<file path="config.mk">
export PLATFORM = sky130hd
export DESIGN_NAME = ps2_rx
export DESIGN_NICKNAME = d
export VERILOG_FILES = /design/src/rtl/ps2_rx.sv
export SDC_FILE = /design/constraint.sdc
export NUM_CORES = 1
export LEC_CHECK = 0
export CAP_MARGIN = 15
export CORE_AREA = 4 4 80 82
export CTS_BUF_LIST = sky130_fd_sc_hd__clkbuf_2
export DETAILED_ROUTE_END_ITERATION = 6
export DIE_AREA = 0 0 84 86
export GPL_TIMING_DRIVEN = 1
export PLACE_DENSITY_LB_ADDON = 0.08
export SLEW_MARGIN = 20
export SYNTH_ARGS = -nofsm -noshare
export SYNTH_HDL_FRONTEND = slang
export SYNTH_SLANG_ARGS = --single-unit
</file>
<file path="constraint.sdc">
create_clock -name clk -period 2.4 [get_ports clk]
set_input_delay 0.24 -clock clk [delete_from_list [all_inputs] [get_ports clk]]
set_output_delay 0.24 -clock clk [all_outputs]
set_load 0.005 [all_outputs]
</file>
<file path="src/rtl/ps2_rx.sv">
// ps2_rx: PS/2 keyboard receiver with glitch filter and scancode decoding.
//   Synchronises and de-glitches the raw PS/2 clock, receives 11-bit frames
//   (start, 8 data LSB-first, odd parity, stop) on filtered falling edges, and
//   folds E0/F0 prefixes into ext/rel flags attached to the next scancode.
// Ports:
//   clk, rst_n        system clock (rising edge), async active-low reset
//   ps2_clk, ps2_data raw PS/2 lines, asynchronous to clk
//   code              last completed scancode (held between strobes)
//   code_valid        one-cycle strobe: code/ext/rel updated
//   ext, rel          scancode was preceded by E0 / F0
//   err               one-cycle strobe: frame rejected or timed out
module ps2_rx #(
    parameter int FILTER_LEN = 8,
    parameter int TIMEOUT    = 16384
) (
    input  logic       clk,
    input  logic       rst_n,
    input  logic       ps2_clk,
    input  logic       ps2_data,
    output logic [7:0] code,
    output logic       code_valid,
    output logic       ext,
    output logic       rel,
    output logic       err
);
    localparam int FW = $clog2(FILTER_LEN + 1);
    localparam int TW = $clog2(TIMEOUT + 1);

    typedef enum logic [1:0] {IDLE, DATA, PARITY, STOP} state_t;

    logic          clk_s1, clk_s2, dat_s1, dat_s2;
    logic          clk_f, clk_f_d, fall;
    logic [FW-1:0] flt_cnt;
    logic [TW-1:0] to_cnt;
    state_t        state, state_nxt;
    logic [2:0]    bit_cnt, bit_nxt;
    logic [7:0]    shreg, sh_nxt;
    logic          par, par_nxt;
    logic          frame_end, frame_ok, tmo;
    logic          pend_ext, pend_rel;

    // Two-flop synchronisers, idle-high like the bus itself
    always_ff @(posedge clk or negedge rst_n) begin
        if (!rst_n) begin
            clk_s1 <= 1'b1; clk_s2 <= 1'b1;
            dat_s1 <= 1'b1; dat_s2 <= 1'b1;
        end else begin
            clk_s1 <= ps2_clk; clk_s2 <= clk_s1;
            dat_s1 <= ps2_data; dat_s2 <= dat_s1;
        end
    end

    // Filtered clock flips on the FILTER_LEN-th consecutive differing cycle;
    // any shorter excursion restarts the count.
    always_ff @(posedge clk or negedge rst_n) begin
        if (!rst_n) begin
            clk_f   <= 1'b1;
            clk_f_d <= 1'b1;
            flt_cnt <= '0;
        end else begin
            clk_f_d <= clk_f;
            if (clk_s2 == clk_f) begin
                flt_cnt <= '0;
            end else if (flt_cnt == FW'(FILTER_LEN - 1)) begin
                clk_f   <= clk_s2;
                flt_cnt <= '0;
            end else begin
                flt_cnt <= flt_cnt + 1'b1;
            end
        end
    end

    assign fall = clk_f_d & ~clk_f;

    always_ff @(posedge clk or negedge rst_n) begin
        if (!rst_n) begin
            state   <= IDLE;
            bit_cnt <= '0;
            shreg   <= '0;
            par     <= 1'b0;
        end else begin
            state   <= state_nxt;
            bit_cnt <= bit_nxt;
            shreg   <= sh_nxt;
            par     <= par_nxt;
        end
    end

    always_comb begin
        state_nxt = state;
        bit_nxt   = bit_cnt;
        sh_nxt    = shreg;
        par_nxt   = par;
        frame_end = 1'b0;
        frame_ok  = 1'b0;
        tmo       = 1'b0;
        case (state)
            IDLE: if (fall && !dat_s2) begin
                state_nxt = DATA;
                bit_nxt   = 3'd0;
            end
            DATA: if (fall) begin
                sh_nxt  = {dat_s2, shreg[7:1]};
                bit_nxt = bit_cnt + 3'd1;
                if (bit_cnt == 3'd7) state_nxt = PARITY;
            end
            PARITY: if (fall) begin
                par_nxt   = dat_s2;
                state_nxt = STOP;
            end
            STOP: if (fall) begin
                frame_end = 1'b1;
                frame_ok  = (^{shreg, par}) & dat_s2;
                state_nxt = IDLE;
            end
            default: state_nxt = IDLE;
        endcase
        // A real edge in the same cycle wins over the timeout
        if (state != IDLE && !fall && to_cnt == TW'(TIMEOUT)) begin
            tmo       = 1'b1;
            state_nxt = IDLE;
        end
    end

    always_ff @(posedge clk or negedge rst_n) begin
        if (!rst_n) to_cnt <= '0;
        else if (fall || state == IDLE) to_cnt <= '0;
        else to_cnt <= to_cnt + 1'b1;
    end

    // Strobes are registered, so they land the cycle after the stop edge.
    // err and code_valid come from exclusive branches and cannot overlap.
    always_ff @(posedge clk or negedge rst_n) begin
        if (!rst_n) begin
            code       <= 8'h00;
            code_valid <= 1'b0;
            ext        <= 1'b0;
            rel        <= 1'b0;
            err        <= 1'b0;
            pend_ext   <= 1'b0;
            pend_rel   <= 1'b0;
        end else begin
            code_valid <= 1'b0;
            err        <= 1'b0;
            if (tmo || (frame_end && !frame_ok)) begin
                err      <= 1'b1;
                pend_ext <= 1'b0;
                pend_rel <= 1'b0;
            end else if (frame_end) begin
                if (shreg == 8'hE0) begin
                    pend_ext <= 1'b1;
                end else if (shreg == 8'hF0) begin
                    pend_rel <= 1'b1;
                end else begin
                    code       <= shreg;
                    ext        <= pend_ext;
                    rel        <= pend_rel;
                    code_valid <= 1'b1;
                    pend_ext   <= 1'b0;
                    pend_rel   <= 1'b0;
                end
            end
        end
    end
endmodule

</file>
==> results.md, run 1 <==
- GRT met1 Usage: 0.159
- Starting DRT DRC Count: 49
- Clock-pin slew on the worst setup and hold paths: 0.23 ns
- Critical Path Source: shreg[1]
- Pins over their slew limit: 0
- Synth-to-layout area growth: 11.7%
- DR WL/cell: 14.0 um
- Data arrival, critical path: 2.51 ns
- Antenna Nets Post-Route: 0
- Die X: 84 um
- Post-Synth XOR/XNOR Area: 0.0794
- Initial antenna violation count: 0
- Ys Warns: 0
- Hold WS: 0.209 ns
- RSZ-0062 raised after global routing: false
- Number of distinct library cells after synthesis: 36
- Largest family of logic cells by synthesized area: simple AND/OR/NAND/NOR gates
- Sequential fraction of the synthesis area: 0.539
- Root buffer cell: clkbuf_2
- M2 GR Usage: 0.222
- Worst-Skew Late Latency: 0.41 ns
- CP max stage delay: 0.48 ns
- Max Fclk: 0.459 GHz
- DR DRC count: 0
- Crit end category: register
- Layout Cells excl Fill: 311
- Via count: 1,586
- GR Overflow Total: 0
- Clock buffer depth: 2
- Slew HR: 0.562
- DR pass1 iterations: 4
- EDFF count, synth: 0
- Pleak: 0.00127 uW
- Post-Synthesis Cell Area: 2470 um^2
- Number of global-route vias before repair: 1,606
- Post-Syn Instances: 213
- Yosys reg bits: 53
- Input/output buffers: 15
- HP Class: input pin to register
- Crit path max fanout: 11
- Worst-margin pin slew: 0.658 ns
- CP startpoint kind: register
- Util after Layout: 0.481
- Period minus WS final: 2.18 ns
- Hold Startpoint: ps2_clk
- CTS tree: yes
- Post-synthesis compound-gate area fraction: 0.0622
- Detail Placement HPWL: 3.14 mm
- Total CTS buffers: 5
- Vias per cell: 5.10
- Setup TNS: 0 ns
- Row Count: 28
- R2R Path Start: shreg[1]
- Largest net degree at the start of global routing: 54
- Avg Cell Area, Syn: 11.6 um^2
- Resize count post-CTS: 0
- Mux cell area share after synthesis: 0.106
- Die height: 86 um
- Final wirelength: 4.36 mm
- Clock Skews: 0.0126 ns
- Post-Syn Nets: 226
- Initial Util: 0.431
- # placed instances: 302
- # IOs: 16
- Setup violators final: 0
- Max-cap viol count: 0
- P per Cell Area: 783 nW/um^2
- Crit Path Class: register to register
- Simple-gate portion of the synthesized area: 0.141
- Core area: 5750 um^2
- Routability Congestion: 0.749
- Critical Path RT: 2.73 ns
- Post-CTS Setup Inserts: 0
- Final hold vios: 0
- # clock sinks: 53
- Peak supply drop: 0.396 mV
- CP max-delay cell: dfrtp_1
- Async SR Flop Fraction: 1.00
- CTS hold repair buffers: 1
- CP cell instances: xnor2_1, xnor3_1, xnor2_2, nand3b_2, mux2_4
- First-pass GRT wire length: 7.47 mm
- Adder-Cell Fraction of Synth Area: 0.0455
- Most used DFF post-synth: dfrtp_1
- Most crowded layer after global routing: met2
- GRT Overall Usage: 0.128
- GR Layer Usage met3: 0.0355
- Die area: 7220 um^2
- Outcome: complete, no violations
- Layout cells sized above 1: 0.165
- H-tree Lvls: 2
- Final net count: 248
- Crit share post-route: 0.908
- Antenna diodes: 0
## report_power, final
group / leakage (uW) / switching (uW) / internal, uW
sequential: 0.000709 / 122 / 1020
clock: 0.0000306 / 249 / 78.0
combinational: 0.000532 / 389 / 301
total: 0.00127 / 760 / 1400
## final cells by class
cell class,instances,area (um^2)
timing repair buffer,20,185
inverter,10,37.5
tap,75,93.8
clock inverter,1,3.75
fill,529,2980
clock buffer,7,35.0
sequential,53,1330
multi-input combinational,145,1070
## cell usage after synthesis (all sizes together), types with 3 or more instances
library cell | number | area [um^2]
a21oi | 4 | 20.0
a31oi | 4 | 25.0
clkbuf | 3 | 11.3
dfrtp | 47 | 1180
dfstp | 6 | 158
ha | 9 | 113
inv | 10 | 37.5
mux2 | 18 | 233
mux2i | 3 | 30.0
nand2 | 13 | 48.8
nand3 | 7 | 35.0
nand4 | 5 | 31.3
nor2 | 22 | 82.6
nor2b | 5 | 31.3
nor3 | 6 | 30.0
nor4 | 5 | 31.3
o21ai | 8 | 40.0
xnor2 | 13 | 121
xor2 | 6 | 52.6
## final timing paths
check                                  end  slack, ns  cells after the start
worst max register to register     code[2]       0.22                      5
worst max-delay path               code[2]       0.22                      5
max in group asynchronous       flt_cnt[1]       1.52                      3
min in group asynchronous          code[5]       0.43                      3
worst min-delay path                clk_s1       0.21                      1
worst min register to register      dat_s2       0.38                      0
## state kept, by name, summed over array words and instances (netlist names)
name and cells:
bit_cnt 3, clk_f 1, clk_f_d 1, clk_s1 1
clk_s2 1, code 8, code_valid 1, dat_s1 1
dat_s2 1, err 1, ext 1, flt_cnt 4
par 1, pend_ext 1, pend_rel 1, rel 1
shreg 8, state 2, to_cnt 15
## cells by family after synthesis
group	Yosys count
buffers and inverters	15
AOI/OAI and AO/OA	24
and+or+nand+nor	71
DFF	53
xor gates and xnor gates	20
adders and majority gates	9
muxes	21
## critical path, delay by kind of cell (launching register included)
kind                      cells  cell delay, ns
xor gates and xnor gates      3            0.90
DFF                           1            0.48
muxes                         1            0.40
and+or+nand+nor               1            0.34
## metrics by stage
step	setup WS [ns]	area, um^2	total power (uW)
global placement	0.262	2720	1820
detailed placement	0.224	2720	1860
finish	0.220	2760	2160
global route	0.0526	2760	2340
floorplan	0.502	2470	1660
CTS	0.179	2760	2200
## metal layers
| metal | part of all wire | vias up |
|---|---|---|
| met1 | 0.47 | 780 |
| met3 | 0.029 | 2 |
| met2 | 0.50 | 18 |
| li1 | - | 786 |
| met5 | 0 | - |
| met4 | 0.0057 | 0 |
## cells in the final DEF (no fill, tap or decap), types with 2 or more instances in the layout
master | Yosys | final
a21oi_1 | 4 | 4
a311oi_1 | 2 | 2
a31oi_1 | 4 | 4
a32oi_1 | 2 | 2
and3_1 | 2 | 2
buf_4 | 0 | 4
clkbuf_2 | 0 | 7
clkdlybuf4s50_1 | 0 | 14
dfrtp_1 | 47 | 47
dfstp_2 | 6 | 6
ha_1 | 9 | 9
inv_1 | 10 | 10
mux2_2 | 10 | 10
mux2_4 | 8 | 8
mux2i_1 | 3 | 3
nand2_1 | 13 | 13
nand3_1 | 7 | 7
nand4_1 | 5 | 5
nor2_1 | 22 | 22
nor2b_1 | 5 | 5
nor3_1 | 6 | 6
nor4_1 | 5 | 5
o21ai_0 | 8 | 8
or3_1 | 2 | 2
xnor2_1 | 12 | 12
xor2_1 | 6 | 6
No activity file was read; power rests on OpenSTA's default activity.
==> inputs of run 2 (changes only) <==
Settings changed: HOLD_SLACK_MARGIN set to 0.03.
==> results of run 2 <==
Final layout, timing and power as in run 1 (identical DEF).
